$ cat src/rtl/m_seq_gen.sv
// m_seq_gen: parametrised Fibonacci-LFSR m-sequence source with free-run/burst modes,
// valid/ready output, period-start marker and zero-seed lockup protection.
module m_seq_gen #(
  parameter int WIDTH = 4,
  parameter logic [WIDTH-1:0] POLY = WIDTH'(4'b1001),
  parameter logic [WIDTH-1:0] SEED = WIDTH'(4'b1001),
  parameter int BLW = 16
) (
  input  logic             i_clk,
  input  logic             i_rst_n,
  input  logic             i_mode,
  input  logic             i_en,
  input  logic             i_start,
  input  logic [BLW-1:0]   i_burst_len,
  input  logic             i_load,
  input  logic [WIDTH-1:0] i_seed_in,
  input  logic             i_data_rdy,
  output logic             o_data_out,
  output logic             o_data_vld,
  output logic             o_seq_start,
  output logic             o_busy,
  output logic             o_lockup
);
  typedef enum logic {S_IDLE, S_RUN} state_t;
  localparam logic [WIDTH-1:0] PMAX = WIDTH'((64'd1 << WIDTH) - 64'd2);
  state_t           r_fsm, w_fsm_nxt;
  logic [WIDTH-1:0] r_lfsr, r_phase;
  logic [BLW-1:0]   r_rem;
  logic             r_mode, r_out, r_vld, r_ss, r_lockup;
  logic             w_idle, w_want, w_free, w_issue, w_trig, w_fb;
  assign w_idle  = r_fsm == S_IDLE;
  assign w_want  = r_mode ? (r_rem != '0) : i_en;
  assign w_free  = !r_vld || i_data_rdy;
  assign w_issue = !w_idle && w_free && w_want;
  // a load in IDLE takes precedence over any trigger in the same cycle
  assign w_trig  = !i_load && (i_mode ? (i_start && i_burst_len != '0) : i_en);
  assign w_fb    = ^(r_lfsr & POLY);
  always_comb begin
    w_fsm_nxt = w_idle ? (w_trig ? S_RUN : S_IDLE) : ((!w_want && w_free) ? S_IDLE : S_RUN);
  end
  always_ff @(posedge i_clk or negedge i_rst_n) begin
    if (!i_rst_n) begin
      r_fsm    <= S_IDLE;
      r_lfsr   <= SEED;
      r_phase  <= '0;
      r_rem    <= '0;
      r_mode   <= 1'b0;
      r_out    <= 1'b0;
      r_vld    <= 1'b0;
      r_ss     <= 1'b0;
      r_lockup <= 1'b0;
    end else begin
      r_fsm    <= w_fsm_nxt;
      r_lockup <= w_idle && i_load && i_seed_in == '0;
      if (w_idle && i_load) begin
        r_lfsr  <= (i_seed_in == '0) ? SEED : i_seed_in;
        r_phase <= '0;
      end else if (w_issue) begin
        r_lfsr  <= {r_lfsr[WIDTH-2:0], w_fb};
        r_phase <= (r_phase == PMAX) ? '0 : r_phase + WIDTH'(1);
      end
      if (w_idle && w_trig) begin
        r_mode <= i_mode;
        r_rem  <= i_burst_len;
      end else if (w_issue && r_mode) begin
        r_rem <= r_rem - BLW'(1);
      end
      if (w_issue) begin
        r_out <= r_lfsr[WIDTH-1];
        r_ss  <= r_phase == '0;
        r_vld <= 1'b1;
      end else if (i_data_rdy) begin
        r_vld <= 1'b0;
        r_ss  <= 1'b0;
      end
    end
  end
  assign o_data_out  = r_out;
  assign o_data_vld  = r_vld;
  assign o_seq_start = r_ss;
  assign o_busy      = r_fsm == S_RUN;
  assign o_lockup    = r_lockup;
endmodule

$ cat config.mk
export PLATFORM = sky130hd
export DESIGN_NAME = m_seq_gen
export DESIGN_NICKNAME = d
export VERILOG_FILES = /design/src/rtl/m_seq_gen.sv
export SDC_FILE = /design/constraint.sdc
export NUM_CORES = 1
export LEC_CHECK = 0
export ABC_AREA = 1
export CAP_MARGIN = 20
export CORE_MARGIN = 2
export CORE_UTILIZATION = 58
export DETAILED_ROUTE_END_ITERATION = 8
export GPL_TIMING_DRIVEN = 0
export PLACE_DENSITY = 0.82
export SLEW_MARGIN = 20
export SYNTH_ARGS = -nofsm -noshare
export SYNTH_HDL_FRONTEND = slang
export SYNTH_SLANG_ARGS = --single-unit
$ cat constraint.sdc
create_clock -name i_clk -period 2.9 [get_ports i_clk]
set_input_delay 0.725 -clock i_clk [delete_from_list [all_inputs] [get_ports i_clk]]
set_output_delay 0.725 -clock i_clk [all_outputs]
set_load 0.01 [all_outputs]
After elaboration in Yosys (flattened, before gate mapping)
Index checks and enable logic that the tools add are counted.

Reduce and logical (&&, ||, !) cells: 21. Equality and inequality tests: 1. Bitwise gates (word level): 1. Add/sub/neg operators: 2. Muxes and demuxes: 16.

Operator list (count): $mux 16 (2); $reduce_bool 16->1 (2); $mux 4 (6); $sub 16x1->16 const B (1); $logic_and 1x1->1 (9); $logic_not 4->1 (2); $mux 1 (8); $reduce_bool 2->1 (3); $add 4x1->4 const B (1); $eq 4x4->1 const B (1); $reduce_xor 4->1 (1); $logic_not 1->1 (3); $logic_or 1x1->1 (1); $not 1->1 (1).

Bits of input ports: 27. Output and inout bits: 5. Bits in registers: 30. Logic and storage cells: 50.

Longest topological paths before layout
Word-level depth: 7. Mapped depth: 11. Mapped depth without buffers: 11.

Least setup slack after synthesis
Ideal clock, no wire load.

Path type: input -> register. Start point: input i_burst_len[4]. End point: register r_rem[4]. Arrival time: 1634 ps. Path buffers: 1. Stages: 9. Slack: 1149 ps. Path through: nor2_1 nand2_1 nor2_1 nand2_1 a21oi_4 nand2_4 buf_4 nand2_1 nand2_1.

Cells in the longest elaborated chain, start to end: 6. Elaborated cells on any way between the ends: 7.

RTL lines: from (decl) (line 14) `input logic [BLW-1:0] i_burst_len,`; $reduce_bool 16->1 (line 36) `assign w_trig = !i_load && (i_mode ? (i_start && i_burst_len != '0) : i_en);`; $logic_and 1x1->1 (line 36); $mux 1 (line 36); $logic_and 1x1->1 (line 36); $logic_and 1x1->1 (line 62) `if (w_idle && w_trig) begin`; $mux 16 or $reduce_bool 2->1 (tied branches); to (signal assigned) (line 64) `r_rem <= i_burst_len;`; to (signal assigned) (line 66) `r_rem <= r_rem - BLW'(1);`; to (decl) (line 28) `logic [BLW-1:0] r_rem;`.

Several ways; a longest one is shown, not always the timed one. A chain may end at the register's enable or synchronous reset.

Worst setup path in the final report
Start point: input i_burst_len[2]. End point: register r_rem[2].

Same word-level chain as after synthesis.

==> results.txt <==
The flow ran to the end, and the final reports show no timing, DRC or antenna violations. For the final routed database, the setup TNS stands at 0 ns. The area growth from synthesis to layout was 19.57%; the average wire per cell in the routed design was 12.19 µm. The post-route netlist has 8.242% of its cells at a drive strength greater than 1. The vertical die dimension is 64.40 µm. The number of hold violations in the final report is 0. In this run the worst hold path is classified as in2async.

Dividing total power by cell area gives a power density of 943.7 nW/µm². At the end of the flow, the number of nets in the layout was 394. Of the available clock period, the critical path in the final layout requires 74.40%.

Across the run, the number of max-cap violations was 0. The run gives 2 as the maximum clock insertion buffer count. The number of nets in the synthesized netlist is 356.

The placed wire-length estimate after detailed placement was 3.636 mm; the count of mapped cells out of synthesis was 325. The worst setup path is launched from an input pin. The final worst clock skew came out at 0.01715 ns. For this design, the CTS-stage hold fixing added 0 buffers. STA classifies the critical path endpoint as a flip-flop. The DRC violation count after routing came out at 0. The later pin in the worst-skew pair is clocked with a latency of 0.35 ns. The detailed router placed 2102 vias in this run. The slew at the pin closest to its max-slew limit was 0.6927 ns.

Post-CTS timing repair inserted 0 buffers for setup. Synthesis inferred 30 register bits. The clock input transition at the sequential cells of the worst setup and hold paths came out at 0.11 ns.

After synthesis, flip-flops and latches occupy 35.60% of the total area. The tools report the total number of yosys warnings as 0. The first global-routing pass estimated 8.818 mm of wire.

The number of inserted diodes is 0. The DRC violation total after the first TritonRoute iteration is 164, and the highest attainable clock frequency is 463.5 MHz. Across the VDD grid, the largest voltage drop is 559.6 µV. For the maximum number of pins on one net before global-route repair, the log shows 31. The number of distinct library cells after synthesis was 29; the headroom to the max-slew limit was 53.82%. The run gives 74.07% as the final cell utilization of the core. For the post-CTS resize count, the log shows 0. Setup repair after global routing left no endpoint under its margin.

After floorplanning, the core was divided into 21 placement rows. For this run, the detailed router's first-pass iteration total came to 4. Power comes to 2.388 mW. For the worst setup path, the data required time is 3.13 ns. The worst setup path is of the in2reg kind. In this run the tool buffered the top-level ports with 31 buffer cells. The die covers 4147 µm². The root buffer cell is clkbuf_4. Along the worst path, the maximum fanout reaches 10. After detailed placement, the total cell area comes to 2479 µm². The run gives 2 as the number of levels the H-tree was split into. Commonest non-fill, non-tap cell in the layout: nand2_1. The TritonCTS sink count was 30; the via-per-instance ratio was 5.127. For the global placer's final weighted congestion, the log shows 0.8545. The routed design could run at a clock period as short as 2.157 ns. The starting utilization of the core area was 61.94%; the area of the mapped netlist was 2116 µm².

The die is 64.40 µm wide. The run gives 0 as the number of pins with negative max-slew slack in the final report. Setup violations remaining at the end of the flow were counted as 0. After detailed routing, the total wire length is 4.996 mm. In the layout the commonest cells are 132 x nand2_1, 38 x nand3_1, 37 x nor2_1, 31 x inv_1, 30 x clkdlybuf4s50_1. The core area was 3416 µm². STA puts the critical path data arrival time at 2.39 ns. After routing the design area is 2530 µm².

In this run the count of I/O pins placed on the die edge is 32. TritonCTS built the clock tree. After global routing the overflow that remains totals 0. For the via count of the first global-routing pass, the log shows 2016.

In this run the static leakage power is 1.335 nW. The worst reg-to-reg setup slack was 1.01 ns; the number of inserted filler cells in the final layout was 313. The number of buffers added by the clock tree synthesis step was 5. The number of antenna violations at the first check in global routing is 0, and the remaining antenna violation count after routing is 0. Each instance of the synthesized netlist takes up on average 6.510 µm². The combined global-route utilization of all metal layers is 27.52%.
## report_power, final
part / internal (mW) / switching [mW]
clock network: 0.0922 / 0.159
logic: 0.536 / 0.816
registers: 0.607 / 0.177
total: 1.24 / 1.15
## per-layer routing
layer / global-route usage [%] / up-vias / part of all wire [%]
li1: - / 1096 / -
met1: 36.74 / 950 / 47
met2: 44.40 / 49 / 47
met3: 5.986 / 7 / 5.0
met4: 9.043 / 0 / 1.2
met5: 0 / - / 0
## path summary, 6_finish.rpt
| kind | startpoint | end | cells past startpoint |
|---|---|---|---|
| setup / recovery | i_burst_len[2] | r_rem[2]$_DFFE_PN0P_ | 10 |
| hold / removal | i_rst_n | r_rem[13]$_DFFE_PN0P_ | 1 |
| setup reg to reg | r_rem[0]$_DFFE_PN0P_ | r_rem[2]$_DFFE_PN0P_ | 10 |
| hold reg to reg | r_rem[0]$_DFFE_PN0P_ | r_rem[0]$_DFFE_PN0P_ | 2 |
| max in group asynchronous | i_rst_n | r_rem[7]$_DFFE_PN0P_ | 1 |
| min in group i_clk | r_rem[0]$_DFFE_PN0P_ | r_rem[0]$_DFFE_PN0P_ | 2 |
## cell type report
class / instances / area, µm² / area share [%]
sequential: 30 / 753.2 / 29.77
clock buffer: 6 / 41.29 / 1.632
timing repair buffer: 31 / 305.3 / 12.07
tap: 46 / 57.56 / 2.275
multi-input combinational: 256 / 1194 / 47.18
clock inverter: 2 / 10.01 / 0.3956
buffer: 7 / 48.80 / 1.929
inverter: 32 / 120.1 / 4.748
## cells in the mapped netlist
cell type / count / share of area, %
nand2_4: 1 / 0.53
a21boi_1: 1 / 0.35
inv_1: 31 / 5.5
o21ai_0: 12 / 2.8
nor4_1: 1 / 0.30
nand4_4: 1 / 1.0
ha_1: 4 / 2.4
and3_1: 1 / 0.30
dfrtp_1: 28 / 33
o21ai_1: 1 / 0.24
nor2_4: 1 / 0.53
dfstp_2: 2 / 2.5
nand3_1: 38 / 9.0
buf_4: 3 / 1.1
xor2_1: 4 / 1.7
xnor2_1: 2 / 0.83
a21oi_4: 1 / 0.77
nor2_2: 3 / 0.89
buf_2: 3 / 0.71
nand4_1: 4 / 1.2
inv_2: 1 / 0.18
nand2_1: 132 / 23
nand3_2: 1 / 0.47
a21oi_1: 3 / 0.71
nand2_2: 4 / 1.2
buf_6: 1 / 0.53
nor3_1: 1 / 0.24
nor2_1: 37 / 6.6
nand3b_1: 3 / 1.1
## kinds of logic after synthesis
kind of cell	Yosys count	share of synthesized area [%]
AOI/OAI and AO/OA	18	4.908
xor gates and xnor gates	6	2.484
adders and majority gates	4	2.366
buffers and inverters	39	7.983
DFF	30	35.60
and+or+nand+nor	228	46.66
## critical path, cell delays in order
cell             delay [ns]
clkdlybuf4s50_1        0.41
nor2_1                 0.15
nand2_1                0.07
nor2_1                 0.14
nand2_1                0.12
a21oi_4                0.33
nand2_4                0.11
buf_4                  0.20
nand2_1                0.07
nand2_1                0.05
## per-stage QoR
step | cells | hold slack, ns | setup slack (ns)
5_1_grt | 410 | 0.4607 | 0.6099
4_1_cts | 410 | 0.4281 | 0.7334
6_report | 410 | 0.4077 | 0.7425
2_1_floorplan | 325 | 0.4294 | 1.149
3_5_place_dp | 402 | 0.4662 | 0.3896
3_3_place_gp | 402 | 0.4596 | 0.3965
## sequential cells by signal, summed over array words and instances, names as in the netlist
register	count
r_mode	1
o_lockup	1
o_data_vld	1
o_busy	1
r_lfsr	4
o_data_out	1
r_rem	16
r_phase	4
o_seq_start	1
(Power assumes the default switching activity.)
